<file path="src/rtl/uart_bridge_pkg.sv">
// rtl/uart_bridge_pkg.sv - command/reply codes and parser states for uart_bridge
package uart_bridge_pkg;

   localparam logic [7:0] CMD_WR = 8'h57;
   localparam logic [7:0] CMD_RD = 8'h52;
   localparam logic [7:0] ACK    = 8'h06;
   localparam logic [7:0] NAK    = 8'h15;

   // Inter-byte timeout, in bit times
   localparam int TIMEOUT_BITS = 32;

   typedef enum logic [2:0] {
      ST_IDLE,
      ST_ADDR_HI,
      ST_ADDR_LO,
      ST_DATA,
      ST_BUS,
      ST_REPLY
   } parser_state_e;

endpackage

</file>
<file path="src/rtl/uart_bridge_rx.sv">
// rtl/uart_bridge_rx.sv - 8N1 receiver with input synchronizer and false-start rejection
module uart_bridge_rx #(
   parameter int CPB = 16
) (
   input  logic       clk,
   input  logic       reset,
   input  logic       rxd_i,
   output logic [7:0] byte_o,
   output logic       byte_valid_o,
   output logic       frame_err_o
);

   localparam int CW = $clog2(CPB);

   typedef enum logic [1:0] {RX_IDLE, RX_START, RX_DATA, RX_STOP} rx_state_e;

   rx_state_e     rx_state_q;
   logic          sync1_q;
   logic          sync2_q;
   logic          prev_q;
   logic [CW-1:0] cnt_q;
   logic [2:0]    bit_q;
   logic [7:0]    sh_q;
   logic          valid_q;
   logic          err_q;

   always_ff @(posedge clk) begin
      if (reset) begin
         rx_state_q <= RX_IDLE;
         sync1_q    <= 1'b1;
         sync2_q    <= 1'b1;
         prev_q     <= 1'b1;
         cnt_q      <= '0;
         bit_q      <= '0;
         sh_q       <= '0;
         valid_q    <= 1'b0;
         err_q      <= 1'b0;
      end else begin
         sync1_q <= rxd_i;
         sync2_q <= sync1_q;
         prev_q  <= sync2_q;
         valid_q <= 1'b0;
         err_q   <= 1'b0;
         case (rx_state_q)
            RX_IDLE: begin
               if (prev_q && !sync2_q) begin
                  rx_state_q <= RX_START;
                  cnt_q      <= '0;
               end
            end
            RX_START: begin
               // Mid-start re-check rejects glitches shorter than half a bit
               if (cnt_q == CW'(CPB / 2 - 1)) begin
                  cnt_q      <= '0;
                  bit_q      <= '0;
                  rx_state_q <= sync2_q ? RX_IDLE : RX_DATA;
               end else begin
                  cnt_q <= cnt_q + 1'b1;
               end
            end
            RX_DATA: begin
               if (cnt_q == CW'(CPB - 1)) begin
                  cnt_q <= '0;
                  sh_q  <= {sync2_q, sh_q[7:1]};
                  bit_q <= bit_q + 3'd1;
                  if (bit_q == 3'd7) begin
                     rx_state_q <= RX_STOP;
                  end
               end else begin
                  cnt_q <= cnt_q + 1'b1;
               end
            end
            RX_STOP: begin
               if (cnt_q == CW'(CPB - 1)) begin
                  cnt_q      <= '0;
                  valid_q    <= sync2_q;
                  err_q      <= !sync2_q;
                  rx_state_q <= RX_IDLE;
               end else begin
                  cnt_q <= cnt_q + 1'b1;
               end
            end
            default: rx_state_q <= RX_IDLE;
         endcase
      end
   end

   assign byte_o       = sh_q;
   assign byte_valid_o = valid_q;
   assign frame_err_o  = err_q;

endmodule

</file>
<file path="src/rtl/uart_bridge.sv">
// rtl/uart_bridge.sv - UART command bridge issuing single-word bus reads and writes
// Parser, bus strobe and reply transmitter share one registered FSM.
module uart_bridge
   import uart_bridge_pkg::*;
#(
   parameter int WIDTH = 32,
   parameter int CPB   = 16
) (
   input  logic             clk,
   input  logic             reset,
   input  logic             RxD,
   output logic             TxD,
   output logic             mem_cs,
   output logic             mem_wen,
   output logic [15:0]      mem_addr,
   output logic [WIDTH-1:0] mem_dout,
   input  logic [WIDTH-1:0] mem_din,
   output logic             active
);

   localparam int CW        = $clog2(CPB);
   localparam int TO_CYCLES = TIMEOUT_BITS * CPB;
   localparam int TW        = $clog2(TO_CYCLES) + 1;

   logic [7:0]       rx_byte;
   logic             rx_valid;
   logic             rx_err;

   parser_state_e    state_q;
   logic             is_wr_q;
   logic [15:0]      addr_q;
   logic [23:0]      data_sh_q;
   logic [1:0]       dcnt_q;
   logic [TW-1:0]    tout_q;
   logic             mem_cs_q;
   logic             mem_wen_q;
   logic [15:0]      mem_addr_q;
   logic [WIDTH-1:0] mem_dout_q;
   logic [23:0]      reply_q;
   logic [1:0]       left_q;
   logic [7:0]       tx_sh_q;
   logic [3:0]       tx_bit_q;
   logic [CW-1:0]    tx_cnt_q;
   logic             txd_q;
   logic             active_q;
   logic             receiving;

   uart_bridge_rx #(.CPB(CPB)) u_rx (
      .clk          (clk),
      .reset        (reset),
      .rxd_i        (RxD),
      .byte_o       (rx_byte),
      .byte_valid_o (rx_valid),
      .frame_err_o  (rx_err)
   );

   assign receiving = (state_q == ST_ADDR_HI) || (state_q == ST_ADDR_LO) || (state_q == ST_DATA);

   always_ff @(posedge clk) begin
      if (reset) begin
         state_q    <= ST_IDLE;
         is_wr_q    <= 1'b0;
         addr_q     <= '0;
         data_sh_q  <= '0;
         dcnt_q     <= '0;
         tout_q     <= '0;
         mem_cs_q   <= 1'b0;
         mem_wen_q  <= 1'b0;
         mem_addr_q <= '0;
         mem_dout_q <= '0;
         reply_q    <= '0;
         left_q     <= '0;
         tx_sh_q    <= '0;
         tx_bit_q   <= '0;
         tx_cnt_q   <= '0;
         txd_q      <= 1'b1;
         active_q   <= 1'b0;
      end else begin
         mem_cs_q  <= 1'b0;
         mem_wen_q <= 1'b0;
         tout_q    <= (receiving && !rx_valid) ? tout_q + 1'b1 : '0;
         // Framing error or a stalled host abandons a partial command silently
         if (receiving && (rx_err || (!rx_valid && tout_q == TW'(TO_CYCLES - 1)))) begin
            state_q  <= ST_IDLE;
            active_q <= 1'b0;
         end else begin
            case (state_q)
               ST_IDLE: begin
                  if (rx_valid) begin
                     active_q <= 1'b1;
                     if (rx_byte == CMD_WR || rx_byte == CMD_RD) begin
                        is_wr_q <= (rx_byte == CMD_WR);
                        state_q <= ST_ADDR_HI;
                     end else begin
                        txd_q    <= 1'b0;
                        tx_sh_q  <= NAK;
                        tx_bit_q <= '0;
                        tx_cnt_q <= '0;
                        left_q   <= '0;
                        state_q  <= ST_REPLY;
                     end
                  end
               end
               ST_ADDR_HI: begin
                  if (rx_valid) begin
                     addr_q[15:8] <= rx_byte;
                     state_q      <= ST_ADDR_LO;
                  end
               end
               ST_ADDR_LO: begin
                  if (rx_valid) begin
                     addr_q[7:0] <= rx_byte;
                     if (is_wr_q) begin
                        dcnt_q  <= 2'd3;
                        state_q <= ST_DATA;
                     end else begin
                        mem_addr_q <= {addr_q[15:8], rx_byte};
                        mem_cs_q   <= 1'b1;
                        state_q    <= ST_BUS;
                     end
                  end
               end
               ST_DATA: begin
                  if (rx_valid) begin
                     data_sh_q <= {data_sh_q[15:0], rx_byte};
                     if (dcnt_q == 2'd0) begin
                        mem_addr_q <= addr_q;
                        mem_dout_q <= {data_sh_q, rx_byte};
                        mem_cs_q   <= 1'b1;
                        mem_wen_q  <= 1'b1;
                        state_q    <= ST_BUS;
                     end else begin
                        dcnt_q <= dcnt_q - 2'd1;
                     end
                  end
               end
               ST_BUS: begin
                  txd_q    <= 1'b0;
                  tx_bit_q <= '0;
                  tx_cnt_q <= '0;
                  state_q  <= ST_REPLY;
                  if (is_wr_q) begin
                     tx_sh_q <= ACK;
                     left_q  <= 2'd0;
                  end else begin
                     tx_sh_q <= mem_din[31:24];
                     reply_q <= mem_din[23:0];
                     left_q  <= 2'd3;
                  end
               end
               ST_REPLY: begin
                  // tx_bit_q: 0 start, 1..8 data LSB first, 9 stop
                  if (tx_cnt_q != CW'(CPB - 1)) begin
                     tx_cnt_q <= tx_cnt_q + 1'b1;
                  end else begin
                     tx_cnt_q <= '0;
                     if (tx_bit_q == 4'd9) begin
                        if (left_q != 2'd0) begin
                           txd_q    <= 1'b0;
                           tx_bit_q <= '0;
                           tx_sh_q  <= reply_q[23:16];
                           reply_q  <= {reply_q[15:0], 8'h00};
                           left_q   <= left_q - 2'd1;
                        end else begin
                           state_q  <= ST_IDLE;
                           active_q <= 1'b0;
                        end
                     end else begin
                        tx_bit_q <= tx_bit_q + 4'd1;
                        if (tx_bit_q == 4'd8) begin
                           txd_q <= 1'b1;
                        end else begin
                           txd_q   <= tx_sh_q[0];
                           tx_sh_q <= {1'b0, tx_sh_q[7:1]};
                        end
                     end
                  end
               end
               default: state_q <= ST_IDLE;
            endcase
         end
      end
   end

   assign TxD      = txd_q;
   assign mem_cs   = mem_cs_q;
   assign mem_wen  = mem_wen_q;
   assign mem_addr = mem_addr_q;
   assign mem_dout = mem_dout_q;
   assign active   = active_q;

endmodule
</file>
<file path="config.mk">
export PLATFORM = sky130hd
export DESIGN_NAME = uart_bridge
export DESIGN_NICKNAME = d
export VERILOG_FILES = /design/src/rtl/uart_bridge_pkg.sv /design/src/rtl/uart_bridge_rx.sv /design/src/rtl/uart_bridge.sv
export SDC_FILE = /design/constraint.sdc
export NUM_CORES = 1
export LEC_CHECK = 0
export ABC_AREA = 1
export CAP_MARGIN = 10
export CORE_MARGIN = 8
export CORE_UTILIZATION = 30
export CTS_BUF_LIST = sky130_fd_sc_hd__clkbuf_8
export DETAILED_ROUTE_END_ITERATION = 8
export GPL_ROUTABILITY_DRIVEN = 0
export SYNTH_ARGS = -nofsm -noshare
export SYNTH_HDL_FRONTEND = slang
export SYNTH_SLANG_ARGS = --single-unit
export TNS_END_PERCENT = 100
</file>
<file path="constraint.sdc">
create_clock -name clk -period 4.54 [get_ports clk]
set_input_delay 0.908 -clock clk [delete_from_list [all_inputs] [get_ports clk]]
set_output_delay 0.908 -clock clk [all_outputs]
set_load 0.05 [all_outputs]
</file>
==> flow_summary_export.csv, run 1 <==
group,metric,value,unit
synthesis,post-synth-top-count-cell,"nand2_1",
synthesis,yosysUniqueCellTypes,35,
critical_path,max_stage_delay,660,ps
power,p_total,0.00278,W
sta,fin_crit,2990,ps
sta,setup_violations,0,
sta,holdWs,420,ps
finish,insertedDiodeCount,0,
finish,layout.nets,1164,
status,status,"finished, final reports clean",
floorplan,die_h,174,microns
grt,grt_pass1_vias,6035,
critical_path,path_cells,"inv_2 > nor3_4 > nand3_4 > nor2_4 > inv_2 > nor2_1 > nor2_1",
clock_tree,post_cts_buffers,0,
floorplan,ioPinCount,87,
floorplan,die_x,174,microns
power,clock_power_share,0.392,
synthesis,syn_inst,1065,
critical_path,slowest_stage,"nor2_4",
grt,grt_util_met3,0.0319,
floorplan,die_area,0.0303,sq mm
clock_tree,cts_tree,"built",
detailed_routing,drt-vias-per-instance,4.36,
synthesis,synth.area.top_cells,"dfxtp_1, nand2_1, nor2_1",
synthesis,yosysTopAreaCell,"dfxtp_1",
clock_tree,cts_root_buf,"clkbuf_8",
sta,rsz0062_at_grt,"no",
sta,max_freq,334,MHz
detailed_routing,drt_wl_total,17800,microns
power,internal_power,0.00209,W
place,dpl.hpwl,12000,microns
clock_tree,clockBufferDepth,2,
detailed_routing,ant_nets,0,
critical_path,crit_fanout,33,
synthesis,synthTopCellsByCount,"nand2_1, dfxtp_1, nor2_1, inv_1, a21oi_1",
finish,syn_to_final_growth,18.8,%
synthesis,ys_seq_elements,172,
min_path,hold_path_class,"reg -> reg",
synthesis,synth_top_area_share,0.460,
synthesis,ys.flop_type,"dfxtp_1",
floorplan,placementRows,58,
clock_tree,clock_latency,470,ps
finish,drive_above_1_share,0.0610,
job,drv_cap,0,
place,io_buffers,86,
sta,report.final.slew_viol_count,0,
sta,finalCritPeriodShare,0.659,
grt,antenna_found_initial,0,
sta,slew_headroom,0.502,
clock_tree,cts.sinks,172,
clock_tree,cts_resized,0,
critical_path,critPathRequiredTime,4890,ps
clock_tree,htree_levels,4,
synthesis,syn_area,0.00748,sq mm
sta,skew,18.8,ps
grt,grt.met2_usage,0.181,
grt,overflow,0,
synthesis,synth_area_per_cell,7.03,sq um
synthesis,async_flop_share,0,
detailed_routing,drtIter0Drc,501,
detailed_routing,num_vias,6376,
detailed_routing,detail_route.wl_per_cell,12.2,microns
synthesis,yosysWarnings,0,
floorplan,core-area,0.0248,sq mm
critical_path,start_kind,"flip-flop",
clock_tree,cts_buffers,17,
synthesis,seq_area_frac_synth,0.460,
power,p_comb_frac,0.055,
sta,worstMarginPinSlew,745,ps
detailed_routing,drt_first_pass_iters,5,
sta,setup_tns,0,ps
detailed_routing,drc_errors,0,
finish,fin_util,0.358,
critical_path,endpoint_kind,"flip-flop",
sta,hold_viol,0,
power,ir_worst_vdd,0.172,mV
power,p_sw_frac,0.247,
min_path,hold_depth,1,
synthesis,synth_enable_flop_cells,0,
synthesis,syn_nets,1110,
clock_tree,clkTransAtPathRegs,90,ps
grt,global_route.usage.total,0.118,
grt,grt_first_pass_wirelength,29800,microns
power,cellPowerDensity,313,mW/mm^2
critical_path,arrival,3340,ps
floorplan,start_util,0.302,
power,power_frac_seq,0.552,
power,p_switching,0.000687,W
grt,grt_max_degree,65,
critical_path,rr_worst_depth,7,
critical_path,crit_type,"reg -> reg",
grt,grt-busiest-layer,"met2",
power,p_leak,3.65,nW
clock_tree,hold_buffers,0,
grt,use_met1,0.159,
## power groups by stage
stage | sequential, W | clock (W) | combinational, W
2_1_floorplan | 0.00157 | 0 | 0.000102
3_3_place_gp | 0.00157 | 0 | 0.000154
3_5_place_dp | 0.00157 | 0 | 0.000153
4_1_cts | 0.00153 | 0.00111 | 0.000155
5_1_grt | 0.00154 | 0.00119 | 0.000175
6_report | 0.00153 | 0.00109 | 0.000153
## state kept, by name, indices dropped and copies added (netlist names), 3 cells and up, named ones only
signal       count
state_q          3
u_rx.bit_q       3
u_rx.cnt_q       4
tout_q          10
data_sh_q       24
reply_q         24
addr_q          16
tx_cnt_q         4
mem_dout        32
tx_bit_q         4
tx_sh_q          8
mem_addr        16
u_rx.byte_o      8
## cells in the final DEF (no fill, tap or decap), drive strengths merged, types with 3 or more instances in the layout
| cell | n |
|---|---|
| a22oi | 3 |
| nand2 | 292 |
| a21oi | 102 |
| clkdlybuf4s50 | 85 |
| nand3 | 32 |
| nor2 | 161 |
| o21ai | 91 |
| clkinv | 3 |
| clkbuf | 18 |
| buf | 4 |
| nand4 | 7 |
| dfxtp | 172 |
| nor3 | 7 |
| xnor2 | 3 |
| inv | 124 |
| ha | 10 |
| or2 | 5 |
## per-layer routing
metal	routed length [microns]	share of wire
met3	728	0.041
met1	9210	0.52
met5	0	0
met2	7620	0.43
met4	216	0.012
## worst paths after layout
check / from / to / slack, ps
setup / recovery: state_q[0]$_SDFFE_PP0P_ / mem_dout[25]$_SDFFE_PP0P_ / 1550
hold / removal: u_rx.sync1_q$_SDFF_PP1_ / u_rx.sync2_q$_SDFF_PP1_ / 420
setup reg to reg: state_q[0]$_SDFFE_PP0P_ / mem_dout[25]$_SDFFE_PP0P_ / 1550
hold reg to reg: u_rx.sync1_q$_SDFF_PP1_ / u_rx.sync2_q$_SDFF_PP1_ / 420
## cells by family (layout without fill, tap and decap cells)
kind of cell    Yosys count  count (layout)  synth area share
simple gates            509             509             0.288
buf+inv                 172             238            0.0963
fa+ha+maj                10              10            0.0167
xor+xnor                  5               5           0.00585
flops                   172             172             0.460
compound gates          197             197             0.133
## through the flow
| step | std cells | area [sq um] | setup slack, ps |
|---|---|---|---|
| floorplan | 1065 | 7480 | 2800 |
| CTS | 1461 | 8890 | 1510 |
| global placement | 1430 | 8500 | 1610 |
| finish | 1461 | 8890 | 1550 |
| global route | 1461 | 8890 | 1260 |
| detailed placement | 1430 | 8500 | 1530 |
## area by class of cell
cell class                 count  area [sq um]
inverter                     118           443
sequential                   172          3440
clock buffer                  18           248
multi-input combinational    721          3320
fill                        2649         15900
clock inverter                13           143
timing repair buffer          89           878
tap                          330           413
## worst max-delay path, delay by kind of cell, from the launching register on
family | cells | cell delay [ps]
buf+inv | 2 | 510
flops | 1 | 560
simple gates | 5 | 1760
No activity file was read; power rests on OpenSTA's default activity.
==> run 2: changes to the inputs <==
Clock period 4.54 ns to 3 ns, I/O delays scaled along.
==> flow_summary_export.csv, run 2 (synthesis results as in run 1) <==
group,metric,value,unit
floorplan,ioPinCount,87,
clock_tree,cts_buffers,17,
detailed_routing,drc_errors,0,
clock_tree,cts_resized,0,
sta,fin_crit,2400,ps
place,io_buffers,86,
sta,holdWs,424,ps
detailed_routing,num_vias,6494,
sta,slew_headroom,0.623,
sta,finalCritPeriodShare,0.801,
sta,fin_ws,596,ps
grt,grt_max_degree,51,
clock_tree,cts_tree,"built",
detailed_routing,drtIter0Drc,416,
finish,syn_to_final_growth,20.1,%
detailed_routing,drt-vias-per-instance,4.42,
sta,setup_violations,0,
power,power_frac_seq,0.543,
floorplan,die_x,174,microns
critical_path,slowest_stage,"dfxtp_1",
place,place_ws,579,ps
status,status,"finished, final reports clean",
detailed_routing,drt_first_pass_iters,6,
detailed_routing,ant_nets,0,
detailed_routing,drt_wl_total,17900,microns
grt,global_route.usage.total,0.117,
floorplan,core-area,0.0248,sq mm
clock_tree,clock_latency,450,ps
critical_path,cp_common_cell,"inv_2",
critical_path,rr_worst_depth,7,
finish,layout_commonest_cell,"nand2_1",
clock_tree,clkTransAtPathRegs,90,ps
critical_path,crit_type,"reg -> reg",
grt,overflow,0,
min_path,hold_depth,1,
detailed_routing,detail_route.wl_per_cell,12.2,microns
finish,largest_register_ffs,32,
clock_tree,cts.sinks,172,
floorplan,die_area,0.0303,sq mm
place,dpl.hpwl,12300,microns
power,clock_power_share,0.402,
power,internal_power,0.00325,W
finish,stdcell_area,0.00899,sq mm
min_path,hold_path_class,"reg -> reg",
finish,final_cell_mix,"nand2_1, dfxtp_1, nor2_1",
clock_tree,clockBufferDepth,2,
critical_path,critPathRequiredTime,3320,ps
job,drv_cap,0,
sta,max_freq,416,MHz
floorplan,placementRows,58,
finish,insertedDiodeCount,0,
finish,fin_cells,1470,
critical_path,crit_fanout,33,
critical_path,endpoint_kind,"flip-flop",
finish,layout.nets,1173,
floorplan,start_util,0.302,
finish,drive_above_1_share,0.0684,
sta,skew,13.6,ps
power,p_sw_frac,0.239,
floorplan,die_h,174,microns
sta,setup_tns,0,ps
power,p_comb_frac,0.055,
critical_path,arrival,2720,ps
clock_tree,htree_levels,4,
power,cellPowerDensity,476,mW/mm^2
sta,hold_viol,0,
place,placedCellCount,1439,
clock_tree,hold_buffers,0,
power,p_switching,0.00102,W
critical_path,path_cells,"inv_2 > nor3_4 > nand3_4 > nor2_4 > inv_2 > nand2_1 > a21oi_1",
grt,antenna_found_initial,0,
sta,rsz0062_at_grt,"no",
sta,worstMarginPinSlew,564,ps
grt,grt_first_pass_wirelength,29700,microns
critical_path,max_stage_delay,540,ps
clock_tree,cts_root_buf,"clkbuf_8",
place,place_area,0.00858,sq mm
grt,grt_pass1_vias,5912,
sta,report.final.slew_viol_count,0,
clock_tree,post_cts_buffers,0,
power,p_leak,3.72,nW
power,ir_worst_vdd,0.267,mV
critical_path,start_kind,"flip-flop",
-- run 2: stage by stage --
stage | power [W] | util
final | 0.00428 | 0.362
after global routing | 0.00446 | 0.362
after CTS | 0.00433 | 0.362
after detailed placement | 0.00261 | 0.346
after global placement | 0.00261 | 0.346
after floorplan | 0.00253 | -
-- run 2: metal layers --
metal,vias up,GRT usage,wire length (microns),share of wire
li1,3455,-,-,-
met1,2922,0.162,9220,0.52
met2,103,0.173,7690,0.43
met3,14,0.0362,794,0.044
met4,0,0.0324,181,0.010
met5,-,0,0,0
-- run 2: layout make-up --
| type | instances | area [sq um] |
|---|---|---|
| clock inverters | 13 | 166 |
| flip-flops and latches | 172 | 3440 |
| multi-input cells | 721 | 3320 |
| clock buffers | 18 | 248 |
| inverters | 118 | 443 |
| fillers | 2660 | 15800 |
| repair buffers | 98 | 958 |
| well taps | 330 | 413 |
-- run 2: power by group through the flow --
| stage | clock network, W | logic (W) | registers (W) |
|---|---|---|---|
| after floorplan | 0 | 0.000155 | 0.00237 |
| after global placement | 0 | 0.000237 | 0.00238 |
| after detailed placement | 0 | 0.000237 | 0.00238 |
| after CTS | 0.00177 | 0.000239 | 0.00232 |
| after global routing | 0.00186 | 0.000269 | 0.00233 |
| final | 0.00172 | 0.000237 | 0.00232 |
-- run 2: path summary, 6_finish.rpt --
path | startpoint | end | slack [ps]
setup / recovery | state_q[0]$_SDFFE_PP0P_ | mem_dout[2]$_SDFFE_PP0P_ | 600
hold / removal | u_rx.sync2_q$_SDFF_PP1_ | u_rx.frame_err_o$_SDFF_PP0_ | 420
setup reg to reg | state_q[0]$_SDFFE_PP0P_ | mem_dout[2]$_SDFFE_PP0P_ | 600
hold reg to reg | u_rx.sync2_q$_SDFF_PP1_ | u_rx.frame_err_o$_SDFF_PP0_ | 420
-- run 2: critical path: cells and delay by family (launching register included) --
kind            cells  cell delay [ps]
flops               1              540
buf+inv             2              400
compound gates      1               70
simple gates        4             1250
==> run 3: changes to the inputs <==
Clock period 3 ns to 2.2 ns, I/O delays scaled along.
==> flow_summary_export.csv, run 3 (synthesis results as in run 1) <==
group,metric,value,unit
status,status,"finished, final reports clean",
clock_tree,cts_root_buf,"clkbuf_8",
place,dpl.hpwl,12800,microns
clock_tree,clkTransAtPathRegs,100,ps
grt,grt.met2_usage,0.196,
sta,slew_headroom,0.622,
finish,syn_to_final_growth,20.9,%
detailed_routing,num_vias,6544,
detailed_routing,ant_nets,0,
sta,report.final.slew_viol_count,0,
finish,final_cell_mix,"nand2_1, dfxtp_1, nor2_1",
finish,nFillCells,2655,
sta,setup_violations,0,
sta,fin_crit,2120,ps
sta,rsz0062_at_grt,"no",
critical_path,arrival,1680,ps
floorplan,start_util,0.302,
power,p_leak,3.75,nW
grt,grt_max_degree,49,
critical_path,start_kind,"flip-flop",
critical_path,endpoint_kind,"output port",
finish,largest_register_ffs,32,
detailed_routing,drt_first_pass_iters,7,
power,p_total,0.00564,W
detailed_routing,drt_wl_total,18500,microns
clock_tree,htree_levels,4,
critical_path,slowest_stage,"clkdlybuf4s50_1",
floorplan,die_x,174,microns
grt,grt_pass1_vias,6334,
grt,antenna_found_initial,0,
sta,hold_viol,0,
finish,layout.nets,1182,
grt,global_route.usage.total,0.124,
floorplan,placementRows,58,
sta,skew,20.0,ps
critical_path,crit_type,"reg -> out",
detailed_routing,detail_route.wl_per_cell,12.5,microns
grt,grt_util_met3,0.0341,
clock_tree,clockBufferDepth,2,
grt,grt-busiest-layer,"met2",
sta,max_freq,471,MHz
clock_tree,cts_buffers,17,
sta,holdWs,284,ps
finish,regArea,0.00344,sq mm
critical_path,max_stage_delay,830,ps
critical_path,critical_path_buf_inv_count,1,
sta,finalCritPeriodShare,0.964,
critical_path,crit_fanout,2,
grt,overflow,0,
clock_tree,cts.sinks,172,
clock_tree,post_cts_buffers,0,
floorplan,die_h,174,microns
sta,worstMarginPinSlew,566,ps
finish,drive_above_1_share,0.0783,
clock_tree,cts_tree,"built",
clock_tree,cts_resized,0,
grt,use_met1,0.164,
floorplan,core-area,0.0248,sq mm
critical_path,path_delay_family,"buffers and inverters",
detailed_routing,drtIter0Drc,530,
grt,grt_first_pass_wirelength,31400,microns
critical_path,critPathRequiredTime,1760,ps
clock_tree,hold_buffers,0,
place,io_buffers,86,
detailed_routing,drt-vias-per-instance,4.42,
clock_tree,clock_latency,460,ps
floorplan,die_area,0.0303,sq mm
power,cellPowerDensity,623,mW/mm^2
min_path,hold_path_class,"in -> reg",
finish,layout_commonest_cell,"nand2_1",
critical_path,path_cells,"clkdlybuf4s50_1",
job,drv_cap,0,
floorplan,ioPinCount,87,
power,ir_worst_vdd,0.282,mV
sta,setup_tns,0,ps
finish,insertedDiodeCount,0,
finish,multi_input_area,0.00332,sq mm
detailed_routing,drc_errors,0,
[run 3: cell count changes in the layout (fill, tap and decap cells not counted), sizes merged]
cell      previous run  this run
bufinv               3         0
clkinvlp             0         3
inv                124       125
buf                 13        22
[run 3: layer usage]
metal | part of all wire | wire length [microns]
met1 | 0.50 | 9290
met2 | 0.45 | 8230
met3 | 0.041 | 759
met4 | 0.0097 | 179
met5 | 0 | 0
[run 3: worst paths after layout]
kind                            slack, ps                     endpoint  cells past startpoint                     start
worst max-delay path                   80                  mem_dout[6]                      1  mem_dout[6]$_SDFFE_PP0P_
worst min-delay path                  280   u_rx.cnt_q[1]$_SDFFE_PP0N_                      2                     reset
worst max register to register        390      tx_sh_q[6]$_SDFFE_PP0P_                      8   state_q[0]$_SDFFE_PP0P_
worst min register to register        420  u_rx.frame_err_o$_SDFF_PP0_                      1   u_rx.sync2_q$_SDFF_PP1_
[run 3: stage by stage]
step,cells,util,setup slack (ps),cell area (sq um)
floorplan,1065,-,668,7480
global placement,1448,0.349,429,8670
detailed placement,1448,0.349,408,8670
CTS,1480,0.364,43.9,9050
global route,1480,0.364,3.11,9050
finish,1480,0.364,78.3,9050
[run 3: power breakdown]
group          switching, W  internal (W)  total (W)
sequential        0.0000231       0.00314    0.00317
combinational      0.000195      0.000136   0.000331
clock               0.00128      0.000858    0.00214
[run 3: final cells by class]
| type | instances | area share |
|---|---|---|
| Clock buffer | 18 | 0.0274 |
| Multi-Input combinational cell | 721 | 0.367 |
| Inverter | 118 | 0.0490 |
| Timing Repair Buffer | 107 | 0.116 |
| Sequential cell | 172 | 0.381 |
| Clock inverter | 14 | 0.0142 |
| Tap cell | 330 | 0.0456 |
